[src/rtl/bmp_frame_scheduler_if.sv]
// ---------------------------------------------------------------------------
// bmp_frame_scheduler_if
// Bundles every handshake/bus signal of the frame scheduler: the two frame
// requesters (slv0/slv1), the pixel processor issue/result path and the
// master-0 result stream.
//
// Modports:
//   slave  - view of the scheduler itself (takes requests, drives processor
//            and master-0 outputs)
//   master - view of the environment around the scheduler (requesters,
//            processor and downstream consumer)
// ---------------------------------------------------------------------------
interface bmp_frame_scheduler_if #(
    parameter int DATA_WIDTH = 32,
    parameter int COLOR_W    = 8,
    parameter int LEN_W      = 16
);
    // requester 0
    logic                  slv0_req;
    logic [1:0]            slv0_mode;
    logic [COLOR_W-1:0]    slv0_proc_val;
    logic [LEN_W-1:0]      slv0_len;
    logic                  slv0_data_valid;
    logic [DATA_WIDTH-1:0] slv0_data;
    logic                  slv0_ready;
    logic                  slv0_gnt;
    // requester 1
    logic                  slv1_req;
    logic [1:0]            slv1_mode;
    logic [COLOR_W-1:0]    slv1_proc_val;
    logic [LEN_W-1:0]      slv1_len;
    logic                  slv1_data_valid;
    logic [DATA_WIDTH-1:0] slv1_data;
    logic                  slv1_ready;
    logic                  slv1_gnt;
    // processor issue / result
    logic                  proc_vld;
    logic [DATA_WIDTH-1:0] proc_data;
    logic                  proc_last;
    logic [1:0]            proc_mode;
    logic [COLOR_W-1:0]    proc_val;
    logic                  proc_out_vld;
    logic [DATA_WIDTH-1:0] proc_out_data;
    // master 0 result stream
    logic                  mstr0_ready;
    logic [DATA_WIDTH-1:0] mstr0_data;
    logic [1:0]            mstr0_data_valid;
    logic                  mstr0_cmplt;
    logic                  err;

    modport slave (
        input  slv0_req, slv0_mode, slv0_proc_val, slv0_len, slv0_data_valid, slv0_data,
        output slv0_ready, slv0_gnt,
        input  slv1_req, slv1_mode, slv1_proc_val, slv1_len, slv1_data_valid, slv1_data,
        output slv1_ready, slv1_gnt,
        output proc_vld, proc_data, proc_last, proc_mode, proc_val,
        input  proc_out_vld, proc_out_data,
        input  mstr0_ready,
        output mstr0_data, mstr0_data_valid, mstr0_cmplt, err
    );

    modport master (
        output slv0_req, slv0_mode, slv0_proc_val, slv0_len, slv0_data_valid, slv0_data,
        input  slv0_ready, slv0_gnt,
        output slv1_req, slv1_mode, slv1_proc_val, slv1_len, slv1_data_valid, slv1_data,
        input  slv1_ready, slv1_gnt,
        input  proc_vld, proc_data, proc_last, proc_mode, proc_val,
        output proc_out_vld, proc_out_data,
        output mstr0_ready,
        input  mstr0_data, mstr0_data_valid, mstr0_cmplt, err
    );
endinterface

[src/rtl/bmp_frame_scheduler.sv]
// ---------------------------------------------------------------------------
// bmp_frame_scheduler
// Frame-level round-robin scheduler sharing one pixel processor between two
// requesters. One whole frame is granted at a time; the frame's mode and
// proc_val are latched and presented to the processor for the whole frame.
// Words are issued under credit control so the non-stallable processor output
// always has room in the result FIFO. Results are buffered (tagged with the
// frame owner) toward master 0 and a completion pulse marks each frame.
//
// Ports:
//   i_clk   - clock, rising edge
//   i_rst   - asynchronous active-high reset
//   io_bus  - bmp_frame_scheduler_if.slave: requester, processor and master-0
//             signals (see interface file)
// ---------------------------------------------------------------------------
module bmp_frame_scheduler #(
    parameter int DATA_WIDTH = 32,
    parameter int COLOR_W    = 8,
    parameter int LEN_W      = 16,
    parameter int FIFO_DEPTH = 8
) (
    input  logic                   i_clk,
    input  logic                   i_rst,
    bmp_frame_scheduler_if.slave   io_bus
);

    localparam int CNT_W = $clog2(FIFO_DEPTH + 1);
    localparam int PTR_W = $clog2(FIFO_DEPTH);
    localparam int SUM_W = CNT_W + 1;

    typedef enum logic [2:0] {
        ST_IDLE   = 3'd0,
        ST_GRANT  = 3'd1,
        ST_STREAM = 3'd2,
        ST_DRAIN  = 3'd3,
        ST_CMPLT  = 3'd4
    } state_t;

    state_t                r_state;
    logic                  r_owner;       // 0 = slv0, 1 = slv1
    logic                  r_last_gnt;    // owner of the previous frame
    logic [LEN_W-1:0]      r_len;
    logic [LEN_W-1:0]      r_cnt;
    logic                  r_gnt0;
    logic                  r_gnt1;
    logic                  r_proc_vld;
    logic                  r_proc_last;
    logic [DATA_WIDTH-1:0] r_proc_data;
    logic [1:0]            r_proc_mode;
    logic [COLOR_W-1:0]    r_proc_val;
    logic                  r_cmplt;
    logic                  r_err;
    logic [CNT_W-1:0]      r_outstanding;
    logic [CNT_W-1:0]      r_fifo_count;
    logic [PTR_W-1:0]      r_wr_ptr;
    logic [PTR_W-1:0]      r_rd_ptr;
    logic [DATA_WIDTH-1:0] r_mem [FIFO_DEPTH];
    logic [1:0]            r_tag [FIFO_DEPTH];

    logic                  w_pick;
    logic                  w_credit_ok;
    logic                  w_stream;
    logic                  w_slv0_ready;
    logic                  w_slv1_ready;
    logic                  w_accept;
    logic [DATA_WIDTH-1:0] w_acc_data;
    logic                  w_is_last;
    logic                  w_push;
    logic                  w_drop;
    logic                  w_fifo_vld;
    logic                  w_pop;

    // When both request, the one not granted last wins.
    assign w_pick = (io_bus.slv0_req && io_bus.slv1_req) ? ~r_last_gnt : io_bus.slv1_req;

    // A word sitting in r_proc_vld has not yet reached r_outstanding, so it is
    // counted here too; otherwise one extra word could be issued past the limit.
    assign w_credit_ok = (SUM_W'(r_fifo_count) + SUM_W'(r_outstanding) + SUM_W'(r_proc_vld))
                         < SUM_W'(FIFO_DEPTH);

    assign w_stream     = (r_state == ST_STREAM);
    assign w_slv0_ready = w_stream && !r_owner && w_credit_ok;
    assign w_slv1_ready = w_stream &&  r_owner && w_credit_ok;
    assign w_accept     = (w_slv0_ready && io_bus.slv0_data_valid) ||
                          (w_slv1_ready && io_bus.slv1_data_valid);
    assign w_acc_data   = r_owner ? io_bus.slv1_data : io_bus.slv0_data;
    assign w_is_last    = (r_cnt == (r_len - LEN_W'(1)));

    // Results arriving with no credit outstanding are dropped, never stored.
    assign w_push     = io_bus.proc_out_vld && (r_outstanding != {CNT_W{1'b0}});
    assign w_drop     = io_bus.proc_out_vld && (r_outstanding == {CNT_W{1'b0}});
    assign w_fifo_vld = (r_fifo_count != {CNT_W{1'b0}});
    assign w_pop      = w_fifo_vld && io_bus.mstr0_ready;

    assign io_bus.slv0_ready       = w_slv0_ready;
    assign io_bus.slv1_ready       = w_slv1_ready;
    assign io_bus.slv0_gnt         = r_gnt0;
    assign io_bus.slv1_gnt         = r_gnt1;
    assign io_bus.proc_vld         = r_proc_vld;
    assign io_bus.proc_data        = r_proc_data;
    assign io_bus.proc_last        = r_proc_last;
    assign io_bus.proc_mode        = r_proc_mode;
    assign io_bus.proc_val         = r_proc_val;
    assign io_bus.mstr0_data       = w_fifo_vld ? r_mem[r_rd_ptr] : {DATA_WIDTH{1'b0}};
    assign io_bus.mstr0_data_valid = w_fifo_vld ? r_tag[r_rd_ptr] : 2'b00;
    assign io_bus.mstr0_cmplt      = r_cmplt;
    assign io_bus.err              = r_err;

    // Frame FSM with registered grant, processor-issue and completion outputs.
    always_ff @(posedge i_clk or posedge i_rst) begin
        if (i_rst) begin
            r_state     <= ST_IDLE;
            r_owner     <= 1'b0;
            r_last_gnt  <= 1'b1;
            r_len       <= {LEN_W{1'b0}};
            r_cnt       <= {LEN_W{1'b0}};
            r_gnt0      <= 1'b0;
            r_gnt1      <= 1'b0;
            r_proc_vld  <= 1'b0;
            r_proc_last <= 1'b0;
            r_proc_data <= {DATA_WIDTH{1'b0}};
            r_proc_mode <= 2'b00;
            r_proc_val  <= {COLOR_W{1'b0}};
            r_cmplt     <= 1'b0;
        end else begin
            r_proc_vld  <= 1'b0;
            r_proc_last <= 1'b0;
            r_cmplt     <= 1'b0;
            case (r_state)
                ST_IDLE: begin
                    if (io_bus.slv0_req || io_bus.slv1_req) begin
                        r_owner     <= w_pick;
                        r_gnt0      <= ~w_pick;
                        r_gnt1      <= w_pick;
                        r_proc_mode <= w_pick ? io_bus.slv1_mode     : io_bus.slv0_mode;
                        r_proc_val  <= w_pick ? io_bus.slv1_proc_val : io_bus.slv0_proc_val;
                        r_len       <= w_pick ? io_bus.slv1_len      : io_bus.slv0_len;
                        r_cnt       <= {LEN_W{1'b0}};
                        r_state     <= ST_GRANT;
                    end
                end
                ST_GRANT: begin
                    if (r_len == {LEN_W{1'b0}}) begin
                        r_cmplt <= 1'b1;
                        r_state <= ST_CMPLT;
                    end else begin
                        r_state <= ST_STREAM;
                    end
                end
                ST_STREAM: begin
                    if (w_accept) begin
                        r_proc_vld  <= 1'b1;
                        r_proc_data <= w_acc_data;
                        r_proc_last <= w_is_last;
                        r_cnt       <= r_cnt + LEN_W'(1);
                        if (w_is_last) begin
                            r_state <= ST_DRAIN;
                        end
                    end
                end
                ST_DRAIN: begin
                    // The final word may still sit in r_proc_vld before it is counted.
                    if ((r_outstanding == {CNT_W{1'b0}}) && !w_fifo_vld && !r_proc_vld) begin
                        r_cmplt <= 1'b1;
                        r_state <= ST_CMPLT;
                    end
                end
                ST_CMPLT: begin
                    r_gnt0     <= 1'b0;
                    r_gnt1     <= 1'b0;
                    r_last_gnt <= r_owner;
                    r_state    <= ST_IDLE;
                end
                default: begin
                    r_gnt0  <= 1'b0;
                    r_gnt1  <= 1'b0;
                    r_state <= ST_IDLE;
                end
            endcase
        end
    end

    // Credit counter, sticky error and FIFO pointer/occupancy bookkeeping.
    always_ff @(posedge i_clk or posedge i_rst) begin
        if (i_rst) begin
            r_outstanding <= {CNT_W{1'b0}};
            r_err         <= 1'b0;
            r_wr_ptr      <= {PTR_W{1'b0}};
            r_rd_ptr      <= {PTR_W{1'b0}};
            r_fifo_count  <= {CNT_W{1'b0}};
        end else begin
            case ({r_proc_vld, w_push})
                2'b10:   r_outstanding <= r_outstanding + CNT_W'(1);
                2'b01:   r_outstanding <= r_outstanding - CNT_W'(1);
                default: r_outstanding <= r_outstanding;
            endcase
            if (w_drop) begin
                r_err <= 1'b1;
            end
            if (w_push) begin
                r_wr_ptr <= r_wr_ptr + PTR_W'(1);
            end
            if (w_pop) begin
                r_rd_ptr <= r_rd_ptr + PTR_W'(1);
            end
            case ({w_push, w_pop})
                2'b10:   r_fifo_count <= r_fifo_count + CNT_W'(1);
                2'b01:   r_fifo_count <= r_fifo_count - CNT_W'(1);
                default: r_fifo_count <= r_fifo_count;
            endcase
        end
    end

    // FIFO storage; each entry keeps the tag of the frame that produced it.
    always_ff @(posedge i_clk) begin
        if (w_push) begin
            r_mem[r_wr_ptr] <= io_bus.proc_out_data;
            r_tag[r_wr_ptr] <= r_owner ? 2'b10 : 2'b01;
        end
    end

endmodule

[src/flat_wrapper.sv]
// flat-port wrapper written by rule: the top's interface ports become plain ports
module bmp_frame_scheduler_flat 
#(
    parameter int DATA_WIDTH = 32,
    parameter int COLOR_W    = 8,
    parameter int LEN_W      = 16,
    parameter int FIFO_DEPTH = 8
)
  (i_clk, i_rst, io_bus_slv0_req, io_bus_slv0_mode, io_bus_slv0_proc_val, io_bus_slv0_len, io_bus_slv0_data_valid, io_bus_slv0_data, io_bus_slv0_ready, io_bus_slv0_gnt, io_bus_slv1_req, io_bus_slv1_mode, io_bus_slv1_proc_val, io_bus_slv1_len, io_bus_slv1_data_valid, io_bus_slv1_data, io_bus_slv1_ready, io_bus_slv1_gnt, io_bus_proc_vld, io_bus_proc_data, io_bus_proc_last, io_bus_proc_mode, io_bus_proc_val, io_bus_proc_out_vld, io_bus_proc_out_data, io_bus_mstr0_ready, io_bus_mstr0_data, io_bus_mstr0_data_valid, io_bus_mstr0_cmplt, io_bus_err);
  bmp_frame_scheduler_if #(.DATA_WIDTH(DATA_WIDTH), .COLOR_W(COLOR_W), .LEN_W(LEN_W)) io_bus_i ();
  input  logic i_clk;
  input  logic i_rst;
  input wire logic [$bits(io_bus_i.slv0_req)-1:0] io_bus_slv0_req;
  input wire logic [$bits(io_bus_i.slv0_mode)-1:0] io_bus_slv0_mode;
  input wire logic [$bits(io_bus_i.slv0_proc_val)-1:0] io_bus_slv0_proc_val;
  input wire logic [$bits(io_bus_i.slv0_len)-1:0] io_bus_slv0_len;
  input wire logic [$bits(io_bus_i.slv0_data_valid)-1:0] io_bus_slv0_data_valid;
  input wire logic [$bits(io_bus_i.slv0_data)-1:0] io_bus_slv0_data;
  output wire logic [$bits(io_bus_i.slv0_ready)-1:0] io_bus_slv0_ready;
  output wire logic [$bits(io_bus_i.slv0_gnt)-1:0] io_bus_slv0_gnt;
  input wire logic [$bits(io_bus_i.slv1_req)-1:0] io_bus_slv1_req;
  input wire logic [$bits(io_bus_i.slv1_mode)-1:0] io_bus_slv1_mode;
  input wire logic [$bits(io_bus_i.slv1_proc_val)-1:0] io_bus_slv1_proc_val;
  input wire logic [$bits(io_bus_i.slv1_len)-1:0] io_bus_slv1_len;
  input wire logic [$bits(io_bus_i.slv1_data_valid)-1:0] io_bus_slv1_data_valid;
  input wire logic [$bits(io_bus_i.slv1_data)-1:0] io_bus_slv1_data;
  output wire logic [$bits(io_bus_i.slv1_ready)-1:0] io_bus_slv1_ready;
  output wire logic [$bits(io_bus_i.slv1_gnt)-1:0] io_bus_slv1_gnt;
  output wire logic [$bits(io_bus_i.proc_vld)-1:0] io_bus_proc_vld;
  output wire logic [$bits(io_bus_i.proc_data)-1:0] io_bus_proc_data;
  output wire logic [$bits(io_bus_i.proc_last)-1:0] io_bus_proc_last;
  output wire logic [$bits(io_bus_i.proc_mode)-1:0] io_bus_proc_mode;
  output wire logic [$bits(io_bus_i.proc_val)-1:0] io_bus_proc_val;
  input wire logic [$bits(io_bus_i.proc_out_vld)-1:0] io_bus_proc_out_vld;
  input wire logic [$bits(io_bus_i.proc_out_data)-1:0] io_bus_proc_out_data;
  input wire logic [$bits(io_bus_i.mstr0_ready)-1:0] io_bus_mstr0_ready;
  output wire logic [$bits(io_bus_i.mstr0_data)-1:0] io_bus_mstr0_data;
  output wire logic [$bits(io_bus_i.mstr0_data_valid)-1:0] io_bus_mstr0_data_valid;
  output wire logic [$bits(io_bus_i.mstr0_cmplt)-1:0] io_bus_mstr0_cmplt;
  output wire logic [$bits(io_bus_i.err)-1:0] io_bus_err;
  assign io_bus_i.slv0_req = io_bus_slv0_req;
  assign io_bus_i.slv0_mode = io_bus_slv0_mode;
  assign io_bus_i.slv0_proc_val = io_bus_slv0_proc_val;
  assign io_bus_i.slv0_len = io_bus_slv0_len;
  assign io_bus_i.slv0_data_valid = io_bus_slv0_data_valid;
  assign io_bus_i.slv0_data = io_bus_slv0_data;
  assign io_bus_slv0_ready = io_bus_i.slv0_ready;
  assign io_bus_slv0_gnt = io_bus_i.slv0_gnt;
  assign io_bus_i.slv1_req = io_bus_slv1_req;
  assign io_bus_i.slv1_mode = io_bus_slv1_mode;
  assign io_bus_i.slv1_proc_val = io_bus_slv1_proc_val;
  assign io_bus_i.slv1_len = io_bus_slv1_len;
  assign io_bus_i.slv1_data_valid = io_bus_slv1_data_valid;
  assign io_bus_i.slv1_data = io_bus_slv1_data;
  assign io_bus_slv1_ready = io_bus_i.slv1_ready;
  assign io_bus_slv1_gnt = io_bus_i.slv1_gnt;
  assign io_bus_proc_vld = io_bus_i.proc_vld;
  assign io_bus_proc_data = io_bus_i.proc_data;
  assign io_bus_proc_last = io_bus_i.proc_last;
  assign io_bus_proc_mode = io_bus_i.proc_mode;
  assign io_bus_proc_val = io_bus_i.proc_val;
  assign io_bus_i.proc_out_vld = io_bus_proc_out_vld;
  assign io_bus_i.proc_out_data = io_bus_proc_out_data;
  assign io_bus_i.mstr0_ready = io_bus_mstr0_ready;
  assign io_bus_mstr0_data = io_bus_i.mstr0_data;
  assign io_bus_mstr0_data_valid = io_bus_i.mstr0_data_valid;
  assign io_bus_mstr0_cmplt = io_bus_i.mstr0_cmplt;
  assign io_bus_err = io_bus_i.err;
  bmp_frame_scheduler #(.DATA_WIDTH(DATA_WIDTH), .COLOR_W(COLOR_W), .LEN_W(LEN_W), .FIFO_DEPTH(FIFO_DEPTH)) u_core (.i_clk(i_clk), .i_rst(i_rst), .io_bus(io_bus_i));
endmodule
[config.mk]
export PLATFORM = sky130hd
export DESIGN_NAME = bmp_frame_scheduler_flat
export DESIGN_NICKNAME = d
export VERILOG_FILES = /design/src/rtl/bmp_frame_scheduler_if.sv /design/src/rtl/bmp_frame_scheduler.sv /design/src/flat_wrapper.sv
export SDC_FILE = /design/constraint.sdc
export NUM_CORES = 1
export LEC_CHECK = 0
export CELL_PAD_IN_SITES_DETAIL_PLACEMENT = 1
export CELL_PAD_IN_SITES_GLOBAL_PLACEMENT = 2
export CORE_MARGIN = 4
export CORE_UTILIZATION = 39
export DETAILED_ROUTE_END_ITERATION = 8
export GPL_ROUTABILITY_DRIVEN = 0
export HOLD_SLACK_MARGIN = 0.15
export PLACE_DENSITY_LB_ADDON = 0.1
export SLEW_MARGIN = 30
export SYNTH_ARGS = -nofsm -noshare
export SYNTH_HDL_FRONTEND = slang
export SYNTH_SLANG_ARGS = --single-unit
[constraint.sdc]
create_clock -name i_clk -period 4.7 [get_ports i_clk]
set_clock_uncertainty 0.15 [all_clocks]
set_input_delay 0.47 -clock i_clk [delete_from_list [all_inputs] [get_ports i_clk]]
set_output_delay 0.47 -clock i_clk [all_outputs]
set_load 0.01 [all_outputs]
* Word level (Yosys, flattened, before mapping)
Memories as Yosys holds them, arrays and structs flattened. Cells that the tools add are included. Widths: inputs -> output; s select.
Storage, ports and cells: bits in writable memories 272, bits in registers 99, output and inout port bits 84, memories kept 2
Memories:
- u_core.r_mem | depth 8, bits a word 32, read ports 1, clocked after Yosys merged registers in 0, wr ports 1, line bmp_frame_scheduler.sv:57 | logic [DATA_WIDTH-1:0] r_mem [FIFO_DEPTH];
- u_core.r_tag | depth 8, bits a word 2, read ports 1, clocked after Yosys merged registers in 0, wr ports 1, line bmp_frame_scheduler.sv:58 | logic [1:0] r_tag [FIFO_DEPTH];
Cells by class: order comparisons 1, reductions and logical operators 31, mux-type cells 32, equal/unequal tests 13, bitwise logic cells 3, add/subtract/negate cells 10
Operators by type and width (count):
- $mux 32 | 2
- $mux 16 | 3
- $pmux 16 s2 | 1
- $add 16x1->16 const B | 1
- $eq 16x16->1 | 1
- $logic_not 16->1 | 1
- $pmux 4 s2 | 2
- $sub 16x1->16 const B | 1
- $mux 3 | 5
- $logic_and 1x1->1 | 12
- $pmux 3 s4 | 1
- $mux 1 | 11
- $add 4x1->4 const B | 2
- $mux 8 | 1
- $reduce_bool 4->1 | 2
- $sub 4x1->4 const B | 2
- $add 3x1->3 const B | 2
- $eq 3x2->1 const B | 2
- $mux 2 | 3
- $pmux 1 s2 | 3
- $reduce_and 2->1 | 3
- $reduce_bool 2->1 | 3
- $add 4x4->5 | 1
- $add 5x1->5 | 1
- other kinds (15) | 24

* Depth between registers and ports, before layout
word-level depth 8, depth in mapped cells 10, depth with buffers taken out 10

* Worst setup path after synthesis
Ideal clock, no wire load.
path type register to register, from register u_core.r_outstanding[0], to memory u_core.r_mem[0][0], enable pin, clock period less this slack 3821 ps, path buffers 0, arrival time 3204 ps, setup time 467 ps, required time 4083 ps, stages on the path, launching flop included 6, setup slack 879 ps, cell sequence dfrtp_1 > or4_1 > nand2_1 > inv_1 > nand2b_1 > nor3_1
On the way: word-level cells in the longest chain between the ends 4
Ends and longest elaborated chain:
- from (decl) | line bmp_frame_scheduler.sv:53 | logic [CNT_W-1:0] r_outstanding;
- from (signal assigned) | line bmp_frame_scheduler.sv:186 | r_outstanding <= {CNT_W{1'b0}};
- from (signal assigned) | line bmp_frame_scheduler.sv:193 | 2'b10: r_outstanding <= r_outstanding + CNT_W'(1);
- from (signal assigned) | line bmp_frame_scheduler.sv:194 | 2'b01: r_outstanding <= r_outstanding - CNT_W'(1);
- $reduce_bool 4->1 | line bmp_frame_scheduler.sv:90 | assign w_push = io_bus.proc_out_vld && (r_outstanding != {CNT_W{1'b0}});
- $logic_and 1x1->1 | line bmp_frame_scheduler.sv:90
- named net u_core.w_push | line bmp_frame_scheduler.sv:68 | logic w_push;
- $mux 1 | line bmp_frame_scheduler.sv:216 | if (w_push) begin
- $mux 1 (implied by the code) | line bmp_frame_scheduler.sv:217 | r_mem[r_wr_ptr] <= io_bus.proc_out_data;
- to (decl) | line bmp_frame_scheduler.sv:57
The timed path passes the listed nets, and every way through them passes these cells.

* Final worst setup path
from register u_core.r_rd_ptr[0], to output port io_bus_mstr0_data[20]
On the way: word-level cells in the longest chain between the ends 2
Ends and longest elaborated chain:
- from (decl) | line bmp_frame_scheduler.sv:56 | logic [PTR_W-1:0] r_rd_ptr;
- from (signal assigned) | line bmp_frame_scheduler.sv:189 | r_rd_ptr <= {PTR_W{1'b0}};
- from (signal assigned) | line bmp_frame_scheduler.sv:204 | r_rd_ptr <= r_rd_ptr + PTR_W'(1);
- $mem_v2 8x32
- $mux 32 | line bmp_frame_scheduler.sv:104 | assign io_bus.mstr0_data = w_fifo_vld ? r_mem[r_rd_ptr] : {DATA_WIDTH{1'b0}};
- to (decl) | line flat_wrapper.sv:37 | output wire logic [$bits(io_bus_i.mstr0_data)-1:0] io_bus_mstr0_data;
Every way passes these cells.

==> metrics.md <==
| Metric | Value |
|---|---|
| RSZ-0062 raised after global routing | no |
| Drt first pass iters | 4 |
| WP data required | 4.08 ns |
| Critical Path Fanout Max | 28 |
| Vias per cell | 5.090 |
| H-tree depth | 2 |
| Post-synth ARST share | 0.2668 |
| # rows | 72 |
| Maxcap violations | 0 |
| # resized after CTS | 0 |
| Final setup fails | 0 |
| CTS Hold Bufs | 0 |
| Synth warn | 0 |
| Fin nets | 1,407 |
| Reg2Reg Depth | 7 |
| Final setup TNS | 0 ns |
| Flops & latches, synth | 371 |
| Drt total wl | 36,890 µm |
| Outcome | completed |
| GRT Total Usage | 0.1708 |
| Leakage power | 0.007304 µW |
| Gr ovfl total | 0 |
| Clk slew on worst S/H paths | 0.06 ns |
| Worst hold path class | in -> async |
| Die height | 207.9 µm |
| Worst Path Arrival | 3.06 ns |
| Relative slew slack | 0.4021 |
| Slew @ Worst Pin | 0.8968 ns |
| Kind of critical path | reg -> out |
| R2R Path Start | u_core.r_fifo_count[3] |
| Netlist Area Pre-Place | 0.01559 mm² |
| Layout area overhead | 29.48% |
| Share of cells above drive strength 1 | 0.1477 |
| Initial drt markers | 422 |
| Final period util | 0.7832 |
| Fillers | 3,809 |
| Mapped Nets | 1,144 |
| Reg2reg end | u_core.io_bus.proc_data[16] |
| Sequential area share after synthesis | 0.6830 |
| Hpwl dp | 24,920 µm |
| Tmin final | 3.681 ns |
| # diodes | 0 |
| Placeable Area | 0.03910 mm² |
| Clock latency at the later pin of the worst-skew pair | 0.55 ns |
| Fin util | 0.5162 |
| CP Capture Type | output port |
| Share of the synthesized area in the top cell type | 0.5240 |
| CTS root buf | clkbuf_16 |
| Max-slew violation count | 0 |
| Post-Synthesis Cells | 971 |
| Initial Util | 0.3987 |
| First-pass GRT wire length | 58,300 µm |
| Largest net degree at the start of global routing | 51 |
| Chip width | 207.9 µm |
| Power density cells | 634.0 mW/mm² |
| Reg-to-reg setup timing slack | 1.69 ns |
| Post-CTS Setup Bufs | 0 |
| DR vias | 9,081 |
| Synth area leaders | edfxtp_1 52%, dfrtp_1 16%, mux4_2 9.8%, mux2i_1 6.2%, nor2_1 3.0% |
| Hold Fails Final Rpt | 0 |
| Synth area leader | edfxtp_1 |
| Initial antenna violation count | 1 |
| Routed length per placed instance | 20.68 µm |
| Main synth FF type | edfxtp_1 |
| Die area | 0.04323 mm² |
| Post-synth EDFFs | 272 |
| Peak supply drop | 0.0002551 V |
| Post-route antenna net violation count | 0 |
| Clock tree buffer depth | 3 |
| Unique cell type count in the Yosys netlist | 51 |
| # DRC | 0 |
| CTS buffer count | 42 |
| Number of clock sinks | 371 |
| Fmax | 271.6 MHz |
| CP Launch Type | flop |
| Vias in the first global route | 9,936 |
| I/O pins | 240 |
| # port buffers | 239 |
| Mean post-synth cell area | 16.05 µm² |
| CTS tree | built |
-- Yosys cell counts (3+ instances only) --
master    number
nand3_1        5
nor2b_1        3
nand4_1        8
and3_1         5
o21ai_0        7
a21o_1         5
nor2_1       125
mux4_2        68
nor4b_1        3
edfxtp_1     272
dfrtp_1       98
buf_1         13
nand2_1       22
clkbuf_1      26
ha_1          15
nor4_1         6
a21oi_1       69
nand2b_1       6
nor3_1         8
mux2i_1       96
xor2_1        24
xnor2_1       23
inv_1         18
a31oi_1        5
buf_2          7
-- layout by cell type, fill, tap and decap left out, types with 8 or more instances in the layout --
master           instances
edfxtp_1               272
clkdlybuf4s50_1        239
nor2_1                 118
mux2i_1                 96
dfrtp_1                 94
mux4_2                  68
a21oi_1                 68
clkbuf_16               43
xor2_1                  24
buf_4                   24
xnor2_1                 23
nand2_1                 22
inv_1                   17
ha_1                    15
clkinv_2                 9
nand4_1                  8
clkinv_1                 8
-- report_power, final --
group	switching (µW)	internal (µW)	leakage, µW
sequential	595	4300	0.00363
clock	1310	2010	0.000686
combinational	2220	2370	0.00299
total	4130	8670	0.00730
-- critical path: stages, from the launching register on --
cell and delay, ns:
dfrtp_4 0.78, buf_4 0.40, mux4_2 0.55, mux2i_1 0.21
nor2_1 0.06, clkdlybuf4s50_1 0.50
-- sequential cells by signal, indices dropped and copies added (netlist names) --
| register | flops |
|---|---|
| u_core.r_len | 16 |
| u_core.io_bus.mstr0_cmplt | 1 |
| u_core.io_bus.slv0_gnt | 1 |
| u_core.r_cnt | 16 |
| u_core.io_bus.proc_val | 8 |
| u_core.r_outstanding | 4 |
| u_core.io_bus.slv1_gnt | 1 |
| u_core.r_mem | 256 |
| u_core.r_state | 3 |
| u_core.r_rd_ptr | 3 |
| u_core.r_tag | 16 |
| u_core.io_bus.proc_vld | 1 |
| u_core.r_fifo_count | 4 |
| u_core.r_owner | 1 |
| u_core.io_bus.proc_data | 32 |
| u_core.r_wr_ptr | 3 |
| u_core.io_bus.proc_mode | 2 |
| u_core.r_last_gnt | 1 |
| u_core.io_bus.err | 1 |
| u_core.io_bus.proc_last | 1 |
-- routing by layer --
metal / track usage / share of wire / vias up
met5: 0 / 0.00035 / -
met1: 0.2237 / 0.42 / 4614
met3: 0.03630 / 0.054 / 39
li1: - / - / 4228
met2: 0.2927 / 0.51 / 198
met4: 0.04394 / 0.017 / 2
-- stage by stage --
stage | setup WS [ns] | hold slack, ns | instance area (µm²) | cells | power [µW]
finish | 1.019 | 0.1803 | 20180 | 1784 | 12800
floorplan | 0.8788 | 0.3053 | 15590 | 971 | 7537
CTS | 0.8768 | 0.1682 | 20180 | 1784 | 13020
detailed placement | 1.484 | 0.3102 | 18770 | 1708 | 9651
global placement | 1.497 | 0.3063 | 18740 | 1706 | 9545
global route | 0.7825 | 0.2252 | 20180 | 1784 | 13600
-- cell type report --
type                    instances  area, µm²  share of cell area
multi-input cells             535       4778              0.2367
inverters                      18      70.07            0.003472
repair buffers                266       2623              0.1299
clock inverters                29      319.1             0.01581
clock buffers                  47       1091             0.05406
flip-flops and latches        371      10650              0.5279
well taps                     518      648.1             0.03211
-- cells by family (layout without fill, tap and decap cells) --
family,Yosys count,after routing,synth area share
flops,371,371,0.6830
simple gates,206,206,0.06028
mux,166,166,0.1613
compound gates,99,99,0.03765
buf+inv,65,360,0.01670
xor+xnor,47,47,0.02641
fa+ha+maj,17,17,0.01461
-- worst max-delay path by stage --
stage | from | endpoint | depth (start not counted) | slack [ns]
finish | u_core.r_rd_ptr[0] | io_bus_mstr0_data[20] | 5 | 1.02
global route | u_core.r_rd_ptr[0] | io_bus_mstr0_data_valid[1] | 5 | 0.78
CTS | u_core.r_rd_ptr[0] | io_bus_mstr0_data[20] | 5 | 0.88
detailed placement | u_core.r_rd_ptr[0] | io_bus_mstr0_data[20] | 5 | 1.48
global placement | u_core.r_rd_ptr[0] | io_bus_mstr0_data[20] | 5 | 1.50
floorplan | u_core.r_outstanding[0] | u_core.r_mem[0][0] | 5 | 0.88
No activity file was read; power rests on OpenSTA's default activity.
